<file path="config.mk">
export PLATFORM = sky130hd
export DESIGN_NAME = id_ex_stage
export DESIGN_NICKNAME = d
export VERILOG_FILES = /design/src/rtl/riscv_pkg.sv /design/src/rtl/id_ex_hazard.sv /design/src/rtl/id_ex_stage.sv
export SDC_FILE = /design/constraint.sdc
export NUM_CORES = 1
export LEC_CHECK = 0
export BUFFER_PORTS_ARGS = -buffer_cell sky130_fd_sc_hd__buf_2
export CAP_MARGIN = 10
export CORE_MARGIN = 8
export CORE_UTILIZATION = 50
export CTS_BUF_LIST = sky130_fd_sc_hd__clkbuf_16
export DETAILED_ROUTE_END_ITERATION = 16
export PLACE_DENSITY = 0.81
export SYNTH_ARGS = -nofsm -noshare
export SYNTH_HDL_FRONTEND = slang
export SYNTH_SLANG_ARGS = --single-unit
</file>
<file path="constraint.sdc">
create_clock -name clk -period 4.35 [get_ports clk]
set_input_delay 0.2175 -clock clk [delete_from_list [all_inputs] [get_ports clk]]
set_output_delay 0.2175 -clock clk [all_outputs]
set_load 0.01 [all_outputs]
</file>
<file path="src/rtl/riscv_pkg.sv">
// Shared RISC-V core definitions: opcodes, ALU_op encodings and the decoder control bundle.
package riscv_pkg;

  localparam int XLEN   = 32;
  localparam int REG_AW = 5;

  localparam logic [6:0] R_TYPE = 7'b0110011;
  localparam logic [6:0] LOAD   = 7'b0000011;
  localparam logic [6:0] STORE  = 7'b0100011;
  localparam logic [6:0] BRANCH = 7'b1100011;

  localparam logic [1:0] ALU_OP_ADD   = 2'b00;
  localparam logic [1:0] ALU_OP_CMP   = 2'b01;
  localparam logic [1:0] ALU_OP_FUNCT = 2'b10;

  typedef struct packed {
    logic       alu_src;
    logic       mem2reg;
    logic       reg_write;
    logic       mem_read;
    logic       mem_write;
    logic       branch;
    logic [1:0] alu_op;
  } ctrl_t;

  // Gate controls with the valid bit; mem2reg only survives when the result is actually written.
  function automatic ctrl_t sanitise_ctrl(input ctrl_t c, input logic valid);
    ctrl_t r;
    r.alu_src   = c.alu_src & valid;
    r.mem2reg   = c.mem2reg & c.reg_write & valid;
    r.reg_write = c.reg_write & valid;
    r.mem_read  = c.mem_read & valid;
    r.mem_write = c.mem_write & valid;
    r.branch    = c.branch & valid;
    r.alu_op    = c.alu_op & {2{valid}};
    return r;
  endfunction

endpackage

</file>
<file path="src/rtl/id_ex_hazard.sv">
// Combinational load-use hazard detector between the instruction in ID and a load in EX.
module id_ex_hazard
  import riscv_pkg::*;
(
  input  logic              id_valid,
  input  logic [REG_AW-1:0] id_rs1,
  input  logic [REG_AW-1:0] id_rs2,
  input  logic              alu_src,
  input  logic              mem_write,
  input  logic              ex_valid,
  input  logic              ex_mem_read,
  input  logic [REG_AW-1:0] ex_rd,
  output logic              hazard
);

  logic uses_rs2_s;
  logic rs1_match_s;
  logic rs2_match_s;

  // rs2 is a real source for register-register ops and as store data.
  assign uses_rs2_s  = ~alu_src | mem_write;
  assign rs1_match_s = (ex_rd == id_rs1);
  assign rs2_match_s = uses_rs2_s & (ex_rd == id_rs2);
  assign hazard      = id_valid & ex_valid & ex_mem_read & (ex_rd != {REG_AW{1'b0}})
                     & (rs1_match_s | rs2_match_s);

endmodule

</file>
<file path="src/rtl/id_ex_stage.sv">
// ID/EX pipeline register with load-use bubble, flush and hold handling.
// Optional ID_EX_PERF_EN adds saturating bubble and flush counters.
module id_ex_stage
  import riscv_pkg::*;
(
  input  logic              clk,
  input  logic              rst_n,
  input  logic              id_valid_i,
  input  logic [XLEN-1:0]   id_pc_i,
  input  logic [REG_AW-1:0] id_rs1_i,
  input  logic [REG_AW-1:0] id_rs2_i,
  input  logic [REG_AW-1:0] id_rd_i,
  input  logic [XLEN-1:0]   id_rs1_data_i,
  input  logic [XLEN-1:0]   id_rs2_data_i,
  input  logic [XLEN-1:0]   id_imm_i,
  input  logic [3:0]        id_funct_i,
  input  logic              alu_src_i,
  input  logic              mem2reg_i,
  input  logic              reg_write_i,
  input  logic              mem_read_i,
  input  logic              mem_write_i,
  input  logic              branch_i,
  input  logic [1:0]        alu_op_i,
  input  logic              flush_i,
  input  logic              hold_i,
  output logic              stall_o,
  output logic              ex_valid_o,
  output logic [XLEN-1:0]   ex_pc_o,
  output logic [REG_AW-1:0] ex_rs1_o,
  output logic [REG_AW-1:0] ex_rs2_o,
  output logic [REG_AW-1:0] ex_rd_o,
  output logic [XLEN-1:0]   ex_rs1_data_o,
  output logic [XLEN-1:0]   ex_rs2_data_o,
  output logic [XLEN-1:0]   ex_imm_o,
  output logic [3:0]        ex_funct_o,
  output logic              ex_alu_src_o,
  output logic              ex_mem2reg_o,
  output logic              ex_reg_write_o,
  output logic              ex_mem_read_o,
  output logic              ex_mem_write_o,
  output logic              ex_branch_o,
  output logic [1:0]        ex_alu_op_o
`ifdef ID_EX_PERF_EN
  ,
  output logic [31:0]       bubble_cnt_o,
  output logic [31:0]       flush_cnt_o
`endif
);

  logic              ex_valid_r;
  ctrl_t             ctrl_r;
  ctrl_t             ctrl_in_s;
  logic [XLEN-1:0]   pc_r, rs1_data_r, rs2_data_r, imm_r;
  logic [REG_AW-1:0] rs1_r, rs2_r, rd_r;
  logic [3:0]        funct_r;
  logic              hazard_s;
  logic              load_s;

  assign ctrl_in_s = '{alu_src: alu_src_i, mem2reg: mem2reg_i, reg_write: reg_write_i,
                       mem_read: mem_read_i, mem_write: mem_write_i, branch: branch_i,
                       alu_op: alu_op_i};

  id_ex_hazard u_hazard (
    .id_valid    (id_valid_i),
    .id_rs1      (id_rs1_i),
    .id_rs2      (id_rs2_i),
    .alu_src     (alu_src_i),
    .mem_write   (mem_write_i),
    .ex_valid    (ex_valid_r),
    .ex_mem_read (ctrl_r.mem_read),
    .ex_rd       (rd_r),
    .hazard      (hazard_s)
  );

  assign stall_o = (hazard_s | hold_i) & ~flush_i;
  assign load_s  = ~flush_i & ~hold_i & ~hazard_s;

  // Valid/control register: flush, then hold, then bubble, then load.
  always_ff @(posedge clk or negedge rst_n) begin
    if (!rst_n) begin
      ex_valid_r <= 1'b0;
      ctrl_r     <= '0;
    end else if (flush_i) begin
      ex_valid_r <= 1'b0;
      ctrl_r     <= '0;
    end else if (hold_i) begin
      ex_valid_r <= ex_valid_r;
      ctrl_r     <= ctrl_r;
    end else if (hazard_s) begin
      ex_valid_r <= 1'b0;
      ctrl_r     <= '0;
    end else begin
      ex_valid_r <= id_valid_i;
      ctrl_r     <= sanitise_ctrl(ctrl_in_s, id_valid_i);
    end
  end

  // Data fields only move on a normal load; otherwise they hold.
  always_ff @(posedge clk or negedge rst_n) begin
    if (!rst_n) begin
      pc_r       <= {XLEN{1'b0}};
      rs1_data_r <= {XLEN{1'b0}};
      rs2_data_r <= {XLEN{1'b0}};
      imm_r      <= {XLEN{1'b0}};
      rs1_r      <= {REG_AW{1'b0}};
      rs2_r      <= {REG_AW{1'b0}};
      rd_r       <= {REG_AW{1'b0}};
      funct_r    <= 4'd0;
    end else if (load_s) begin
      pc_r       <= id_pc_i;
      rs1_data_r <= id_rs1_data_i;
      rs2_data_r <= id_rs2_data_i;
      imm_r      <= id_imm_i;
      rs1_r      <= id_rs1_i;
      rs2_r      <= id_rs2_i;
      rd_r       <= id_rd_i;
      funct_r    <= id_funct_i;
    end else begin
      pc_r       <= pc_r;
      rs1_data_r <= rs1_data_r;
      rs2_data_r <= rs2_data_r;
      imm_r      <= imm_r;
      rs1_r      <= rs1_r;
      rs2_r      <= rs2_r;
      rd_r       <= rd_r;
      funct_r    <= funct_r;
    end
  end

  assign ex_valid_o     = ex_valid_r;
  assign ex_pc_o        = pc_r;
  assign ex_rs1_o       = rs1_r;
  assign ex_rs2_o       = rs2_r;
  assign ex_rd_o        = rd_r;
  assign ex_rs1_data_o  = rs1_data_r;
  assign ex_rs2_data_o  = rs2_data_r;
  assign ex_imm_o       = imm_r;
  assign ex_funct_o     = funct_r;
  assign ex_alu_src_o   = ctrl_r.alu_src;
  assign ex_mem2reg_o   = ctrl_r.mem2reg;
  assign ex_reg_write_o = ctrl_r.reg_write;
  assign ex_mem_read_o  = ctrl_r.mem_read;
  assign ex_mem_write_o = ctrl_r.mem_write;
  assign ex_branch_o    = ctrl_r.branch;
  assign ex_alu_op_o    = ctrl_r.alu_op;

`ifdef ID_EX_PERF_EN
  logic [31:0] bubble_cnt_r;
  logic [31:0] flush_cnt_r;
  logic        bubble_en_s;

  assign bubble_en_s = ~flush_i & ~hold_i & hazard_s;

  // Saturating event counters.
  always_ff @(posedge clk or negedge rst_n) begin
    if (!rst_n) begin
      bubble_cnt_r <= 32'd0;
      flush_cnt_r  <= 32'd0;
    end else begin
      if (bubble_en_s && (bubble_cnt_r != 32'hFFFF_FFFF)) begin
        bubble_cnt_r <= bubble_cnt_r + 32'd1;
      end else begin
        bubble_cnt_r <= bubble_cnt_r;
      end
      if (flush_i && (flush_cnt_r != 32'hFFFF_FFFF)) begin
        flush_cnt_r <= flush_cnt_r + 32'd1;
      end else begin
        flush_cnt_r <= flush_cnt_r;
      end
    end
  end

  assign bubble_cnt_o = bubble_cnt_r;
  assign flush_cnt_o  = flush_cnt_r;
`endif

endmodule

</file>
==> metrics.txt <==
status=finished clean; Critical Path RT=4640 ps; Pwr Density=454.0 nW/um^2; M3 GR Usage=0.07127; DR vias=4316; CTS Buf Count=17; post-route minimum period=2300 ps; vias in the first global route=4937; largest net degree at the start of global routing=115; final net count=843; Hold Vio Cnt, Final=0; leakage=4.536 nW; I/O Buffers=316; cells after synthesis=359; hold depth=2; clk slew on worst S/H paths=60 ps; Die Ht=131.4 um; VDD IR max=0.0002347 V; htree depth=4; worst reg-to-reg setup slack=2050 ps; critical path endpoint category=register; WL final=17990 um; routing usage on met1=0.2219; Slew HR=0.3134; Critical Path AT=2590 ps; 1st-iter DRT viols=202; post-route ant nets=0; hold endpoint=ex_branch_o$_DFFE_PN0P_; drt first pass iters=4; post-layout util=0.6677; crit path launch type=register; CTS tree=built; CTS Root Cell=clkbuf_16; Area Overhead vs Synth=31.84%; Slew @ Worst Pin=1030 ps; Hold Path Class=in2reg; placed wire-length estimate=13440 um; Clock Path Buffers=2; worst r2r dst=ex_pc_o[5]$_DFFE_PN0P_; Synth Register Bits=156; Fmax achieved=434.8 MHz; Crit-path slowest cell=buf_12; GPL Wtd Cong=0.7922; first-pass GRT wire length=27840 um; unrepaired setup endpoints after global routing=false; sequential share of the synthesized area=0.5867; crit share post-route=0.5288; postcts setup bufs=0; syn nets=519; clk sinks=156; site row count=42; initial antenna violation count=2; core area=13140 um^2; die area=17260 um^2; Reg2Reg Launch Point=ex_rd_o[0]$_DFFE_PN0P_; Max Cap Violations=0; synthesized cell area=6654 um^2; Fin Setup TNS=0 ps; Pins Over Slew Limit=0; Synth warnings=0; layout cells sized above 1=0.7141; Fin Hold WS=23.37 ps; worst skew pair latency=420 ps; M2 GR Usage=0.3596; distinct cell type count after synthesis=25; clock skew=11.03 ps; crit-path max FO=79; Vias per Instance=4.944; endpoints failing setup=0; # IOs=317; grt ovf=0; wire per inst=20.61 um; die width=131.4 um; worst path cell trace=nor3_1, a21oi_2, a211oi_4, buf_12, mux2_2; max incr delay on CP=450 ps; gr usage total=0.2050; R2R depth=5; Post-route DRC=0; GR peak layer=met2; Hold Crit Start=branch_i; crit path kind=reg2reg; Mean Syn Cell Area=18.53 um^2; Initial Util=0.5065
## report_power, final
part,switching [mW],internal (mW)
logic,0.380,0.480
registers,0.126,1.66
clock network,0.567,0.773
## through the flow
step	instances	power, mW	area [um^2]	setup slack, ps
2_1_floorplan	359	2.281	6654	2402
3_3_place_gp	837	2.633	8207	2168
3_5_place_dp	837	2.669	8207	2063
4_1_cts	872	4.029	8770	2050
5_1_grt	873	4.144	8772	1922
6_report	873	3.983	8772	2050
## sequential cells by signal (all words and copies together), names as in the netlist, 2 cells and up
register / cells
ex_alu_op_o: 2
ex_rs2_data_o: 32
ex_imm_o: 32
ex_rs1_data_o: 32
ex_funct_o: 4
ex_rs2_o: 5
ex_rd_o: 5
ex_rs1_o: 5
ex_pc_o: 32
## worst max-delay path, delay by kind of cell, from the launching register on
family / cells / cell delay, ps
AND/OR/NAND/NOR: 1 / 260
buffers and inverters: 1 / 450
multiplexers: 1 / 400
flip-flops: 1 / 430
AO/OA/AOI/OAI: 2 / 540
## per-layer routing
layer | wire (um) | vias up
met2 | 9409 | 213
met4 | 456 | 2
li1 | - | 1921
met1 | 6873 | 2145
met3 | 1241 | 35
met5 | 8 | -
## worst max-delay path by stage
stage                                       from                            end  slack (ps)  cells after the start
after floorplan           ex_rd_o[0]$_DFFE_PN0P_  ex_rs1_data_o[21]$_DFFE_PN0P_        2400                      6
after global placement    ex_rd_o[0]$_DFFE_PN0P_         ex_pc_o[3]$_DFFE_PN0P_        2170                      5
after detailed placement  ex_rd_o[4]$_DFFE_PN0P_         ex_pc_o[1]$_DFFE_PN0P_        2060                      6
after CTS                 ex_rd_o[4]$_DFFE_PN0P_         ex_pc_o[6]$_DFFE_PN0P_        2050                      6
after global routing      ex_rd_o[2]$_DFFE_PN0P_         ex_pc_o[3]$_DFFE_PN0P_        1920                      6
final                     ex_rd_o[0]$_DFFE_PN0P_         ex_pc_o[5]$_DFFE_PN0P_        2050                      5
## cell usage after synthesis (all sizes together)
library cell	n	area, um^2
a22o	6	52.55
o22ai	1	12.51
a211oi	1	20.02
inv	2	7.510
xnor2	10	87.58
a2111oi	1	27.53
a32o	1	10.01
nor2	3	11.26
nand4	1	6.260
nand3	3	15.01
nand2	2	7.510
a21oi	3	18.77
mux2	148	2143
clkbuf	1	3.750
dfrtp	156	3904
nor3	1	5.000
o21bai	1	7.510
buf	16	299.0
nor2b	1	6.260
o21ai	1	8.760
## cell type report
cell class	count	area, um^2
Fill cell	949	4365
Sequential cell	156	3904
Multi-Input combinational cell	184	2440
Timing Repair Buffer	322	1665
Clock buffer	17	425.4
Tap cell	176	220.2
Clock inverter	15	107.6
Inverter	2	7.507
Antenna cell	1	2.502
## timing repair
item | in CTS | in global routing
hold endpoints to repair | 77 | 0
resized for setup | 0 | 0
hold buffers | 3 | 0
## layout by cell type (no fill, tap or decap), types with 2 or more instances in the layout
master	instances
clkinvlp_4	2
clkbuf_16	17
mux2_4	127
buf_12	2
clkinv_1	2
nand3_1	3
xnor2_1	10
nand2_1	2
dlygate4sd3_1	3
a22o_1	6
clkinv_2	6
nor2_1	3
inv_1	4
a21oi_1	2
dfrtp_1	156
mux2_2	18
buf_2	315
mux2_1	3
## logic make-up after synthesis
family                 count (synthesis)  share of synthesized area
AO/OA/AOI/OAI                         15                    0.02369
XOR/XNOR                              10                    0.01316
buffers and inverters                 19                    0.04663
flip-flops                           156                     0.5867
multiplexers                         148                     0.3221
AND/OR/NAND/NOR                       11                   0.007710
No activity file was read; power rests on OpenSTA's default activity.
